==> config.mk <==
export PLATFORM = sky130hd
export DESIGN_NAME = ped_signal_ctrl
export DESIGN_NICKNAME = d
export VERILOG_FILES = /design/src/rtl/ped_signal_ctrl.sv
export SDC_FILE = /design/constraint.sdc
export NUM_CORES = 1
export LEC_CHECK = 0
export ABC_AREA = 1
export BUFFER_PORTS_ARGS = -buffer_cell sky130_fd_sc_hd__buf_2
export CORE_MARGIN = 4
export CORE_UTILIZATION = 56
export DETAILED_ROUTE_END_ITERATION = 10
export HOLD_SLACK_MARGIN = 0.05
export PLACE_DENSITY_LB_ADDON = 0.2
export SLEW_MARGIN = 40
export SYNTH_ARGS = -nofsm -noshare
export SYNTH_HDL_FRONTEND = slang
export SYNTH_SLANG_ARGS = --single-unit
==> constraint.sdc <==
create_clock -name clock_i -period 2.05 [get_ports clock_i]
set_clock_uncertainty 0.05 [all_clocks]
set_input_delay 0.41 -clock clock_i [delete_from_list [all_inputs] [get_ports clock_i]]
set_output_delay 0.41 -clock clock_i [all_outputs]
set_load 0.03 [all_outputs]
==> src/rtl/ped_signal_ctrl.sv <==
// Pedestrian WALK / DON'T WALK controller slaved to the vehicle light code.
// Grants WALK only on entry into RED, then runs a flashing clearance countdown.
module ped_signal_ctrl #(
    parameter int WALK_CYCLES  = 8,
    parameter int CLEAR_CYCLES = 6,
    parameter int FLASH_HALF   = 2
) (
    input  logic       clock_i,
    input  logic       reset_n_i,
    input  logic [0:2] light_i,
    input  logic       button_i,
    output logic       walk_o,
    output logic       dont_walk_o,
    output logic [3:0] countdown_o,
    output logic       req_pending_o,
    output logic       fault_o
);

    localparam logic [0:2] RED    = 3'b100;
    localparam logic [0:2] GREEN  = 3'b010;
    localparam logic [0:2] YELLOW = 3'b001;

    typedef enum logic [2:0] {
        S_IDLE,
        S_WAIT,
        S_WALK,
        S_CLEAR,
        S_FAULT
    } state_t;

    state_t     state_q, state_d;
    logic [0:2] light_q;
    logic       button_q;
    logic [3:0] cnt_q, cnt_d;
    logic [3:0] sub_q, sub_d;
    logic       flash_q, flash_d;
    logic       req_q, req_d;

    logic legal, is_red, red_entry, btn_edge;

    assign legal     = (light_i == RED) || (light_i == GREEN) || (light_i == YELLOW);
    assign is_red    = (light_i == RED);
    assign red_entry = is_red && (light_q != RED);
    assign btn_edge  = button_i && !button_q;

    always_comb begin
        state_d = state_q;
        cnt_d   = cnt_q;
        sub_d   = sub_q;
        flash_d = flash_q;
        req_d   = req_q;
        if (!legal) begin
            state_d = S_FAULT;
            req_d   = 1'b0;
            cnt_d   = 4'd0;
            flash_d = 1'b1;
            sub_d   = 4'd0;
        end else begin
            case (state_q)
                S_FAULT: state_d = S_IDLE;
                S_IDLE: begin
                    if (btn_edge) begin
                        state_d = S_WAIT;
                        req_d   = 1'b1;
                    end
                end
                S_WAIT: begin
                    if (red_entry) begin
                        state_d = S_WALK;
                        cnt_d   = 4'(WALK_CYCLES - 1);
                        req_d   = 1'b0;
                    end
                end
                S_WALK, S_CLEAR: begin
                    // A press in the same cycle as an abort or expiry is kept.
                    req_d = req_q | btn_edge;
                    if (!is_red) begin
                        state_d = req_d ? S_WAIT : S_IDLE;
                        cnt_d   = 4'd0;
                        flash_d = 1'b1;
                        sub_d   = 4'd0;
                    end else if (cnt_q == 4'd0) begin
                        flash_d = 1'b1;
                        sub_d   = 4'd0;
                        if (state_q == S_WALK) begin
                            state_d = S_CLEAR;
                            cnt_d   = 4'(CLEAR_CYCLES - 1);
                        end else begin
                            state_d = req_d ? S_WAIT : S_IDLE;
                        end
                    end else begin
                        cnt_d = cnt_q - 4'd1;
                        if (state_q == S_CLEAR) begin
                            if (sub_q == 4'(FLASH_HALF - 1)) begin
                                sub_d   = 4'd0;
                                flash_d = !flash_q;
                            end else begin
                                sub_d = sub_q + 4'd1;
                            end
                        end
                    end
                end
                default: state_d = S_IDLE;
            endcase
        end
    end

    // Outputs are decoded from next-state values so they register alongside the state.
    always_ff @(posedge clock_i) begin
        if (!reset_n_i) begin
            state_q       <= S_IDLE;
            light_q       <= RED;
            button_q      <= 1'b0;
            cnt_q         <= 4'd0;
            sub_q         <= 4'd0;
            flash_q       <= 1'b1;
            req_q         <= 1'b0;
            walk_o        <= 1'b0;
            dont_walk_o   <= 1'b1;
            countdown_o   <= 4'd0;
            req_pending_o <= 1'b0;
            fault_o       <= 1'b0;
        end else begin
            state_q       <= state_d;
            light_q       <= light_i;
            button_q      <= button_i;
            cnt_q         <= cnt_d;
            sub_q         <= sub_d;
            flash_q       <= flash_d;
            req_q         <= req_d;
            walk_o        <= (state_d == S_WALK);
            dont_walk_o   <= (state_d == S_CLEAR) ? flash_d : (state_d != S_WALK);
            countdown_o   <= (state_d == S_CLEAR) ? cnt_d : 4'd0;
            req_pending_o <= req_d;
            fault_o       <= (state_d == S_FAULT);
        end
    end

endmodule
==> run_results.csv <==
group,metric,value,unit
clock_tree,cts_htree_levels,1,
die,die_area,2980,µm²
die,start_util,60.7,%
setup_path,cp-end-kind,"flip-flop",
timing,final_max_slew_viol_count,0,
layout,num-fill-cells,186,
timing,holdWs,234,ps
power_and_ir_drop,vdd.ir_drop.worst,0.446,mV
timing,fin_crit_sh,84.9,%
power_and_ir_drop,p_int,0.000567,W
die,io_pins,14,
power_and_ir_drop,p_comb_share,9.6,%
die,die_h,54.6,µm
power_and_ir_drop,p_leak,0.673,nW
setup_path,start_kind,"flip-flop",
synth,netlist_area,1210,µm²
synth,synth.top_cells.by_count,"nand2_1, dfxtp_1, inv_1, nand3_1, nor2_1",
setup_path,r2r-start,"cnt_q[0]",
job,drv_cap,0,
place,port_buffers,13,
synth,yosysTopAreaCellShare,39.5,%
clock_tree,post_cts_buffers,0,
route,drc,0,
global_routing,grt_max_degree,13,
synth,ys_seq_area_share,39.5,%
timing,max_freq,575,MHz
timing,worst_slack,309,ps
synth,synth-main-ff-cell,"dfxtp_1",
global_routing,antenna_found_initial,0,
outcome,outcome,"finished, final reports clean",
clock_tree,cts_buffers,3,
place,place_inst,215,
worst_hold_path,hold_path_startpoint,"button_i",
layout,drive_gt1_share,23.6,%
die,die_x,54.6,µm
synth,syn_area_per_cell,6.94,µm²
layout,diodes,0,
layout,num-nets-final,202,
timing,hold_violations,0,
clock_tree,clk_latency,310,ps
setup_path,rr_worst_depth,10,
place,dp.final_hpwl,1840,µm
place,place_ws,340,ps
synth,synth_area_leaders,"dfxtp_1, nand2_1, nand3_1",
synth,synth_edf_count,0,
synth,synth_most_common_cell,"nand2_1",
setup_path,path_class,"flip-flop to flip-flop",
route,vias,1098,
power_and_ir_drop,netSwitchingFraction,25.0,%
timing,worstMarginPinSlew,375,ps
clock_tree,cts.sinks,24,
clock_tree,hold_buffers,0,
synth,synth_top_cell_by_area,"dfxtp_1",
route,wl_per_cell,10.7,µm
synth,yosys_warnings,0,
timing,slew_headroom,75.0,%
synth,synth_cell_type_count,23,
setup_path,startpoint,"cnt_q[0]",
place,routabilityCongestion,0.879,
global_routing,grt_overflow_total,0,
synth,syn_nets,184,
worst_hold_path,hold_class,"primary input to flip-flop",
clock_tree,clk_pin_slew,120,ps
route,drt_iter0_markers,34,
timing,rsz0062_at_grt,"no",
synth,synth_seq_cells,24,
clock_tree,cts_root_buffer,"clkbuf_4",
power_and_ir_drop,total_power,0.000756,W
power_and_ir_drop,p_seq_share,63.8,%
route,wl,2320,µm
synth,async_flop_share,0,%
setup_path,worstPathArrival,1910,ps
power_and_ir_drop,switchingPower,0.000189,W
die,core,2000,µm²
timing,min_period,1740,ps
global_routing,grtUsageTotal,19.0,%
timing,setup_viol,0,
setup_path,cp.required,2220,ps
global_routing,grt_pass1_wl,4020,µm
setup_path,reg2reg_setup_slack,310,ps
die,rows,16,
global_routing,grt_pass1_vias,992,
clock_tree,cts_resized,0,
synth,netlist_instances,175,
clock_tree,clock_tree.buffer_depth,2,
route,firstDrtPassIters,4,
route,vias_per_cell,5.04,
timing,tns,0,ps
power_and_ir_drop,p_clk_share,26.6,%
setup_path,worstPathMaxFanout,7,
clock_tree,cts_tree,"yes",
layout,instances_no_fill,218,
worst_hold_path,min_path_cells,3,
layout,area_delta_synth_final,9.99,%
power_and_ir_drop,power_density,566,nW/µm²
route,final_antenna_net_count,0,
[layout by cell type (no fill, tap or decap), drive strengths merged, types with 2 or more instances in the layout]
cell and instances:
a21oi 6, nor3 2, clkbuf 3, nand2 57, ha 3, o21ai 4, dfxtp 24, nand3 19
buf 13, xor2 2, nor2 25, inv 28
[cell type report]
cell class | instances | area [µm²] | area share [%]
inverter | 29 | 114 | 8.52
sequential | 24 | 480 | 36.0
timing repair buffer | 13 | 65.1 | 4.87
multi-input combinational | 122 | 621 | 46.4
clock buffer | 3 | 22.5 | 1.69
tap | 27 | 33.8 | 2.53
[critical path: stages (launching register included)]
cell	delay [ps]
dfxtp_1	360
inv_1	110
ha_1	260
nand3_1	180
nand3_1	120
nand2_2	130
clkinv_4	90
nand2_2	90
nand2_2	80
nand2_4	120
nor2_2	40
[metrics by stage]
stage / area (µm²) / util (%)
floorplan: 1210 / -
global placement: 1310 / 65.6
detailed placement: 1310 / 65.6
CTS: 1340 / 66.8
global route: 1340 / 66.8
finish: 1340 / 66.8
[registers in the layout (all words and copies together) (netlist names)]
name	cells
flash_q	1
fault_o	1
countdown_o	4
req_q	1
state_q	3
light_q	3
walk_o	1
cnt_q	4
sub_q	4
button_q	1
dont_walk_o	1
[per-layer routing]
layer  vias up  part of all wire (%)  routed length (µm)  global-route usage, %
li1        574                     -                   -                      -
met1       472                    47                1090                   23.9
met2        41                    42                 976                   29.9
met3        11                   8.2                 191                   4.36
met4         0                   2.6                  61                   9.96
met5         -                     0                   0                      0
[path summary, 6_finish.rpt]
| check | to |
|---|---|
| setup / recovery | countdown_o[2] |
| hold / removal | button_q |
| setup reg to reg | countdown_o[2] |
| hold reg to reg | sub_q[2] |
[power groups by stage]
| stage | clock network (W) | logic, W | registers (W) |
|---|---|---|---|
| final | 0.000201 | 0.0000728 | 0.000482 |
| after detailed placement | 0 | 0.0000720 | 0.000492 |
| after global routing | 0.000232 | 0.0000829 | 0.000484 |
| after floorplan | 0 | 0.0000472 | 0.000497 |
| after CTS | 0.000211 | 0.0000725 | 0.000482 |
| after global placement | 0 | 0.0000710 | 0.000492 |
[kinds of logic after synthesis]
family	Yosys count	share of synthesized area [%]
buf+inv	29	9.37
xor+xnor	2	1.44
flops	24	39.5
simple gates	105	40.9
compound gates	12	5.66
fa+ha+maj	3	3.09
No activity file was read; power rests on OpenSTA's default activity.
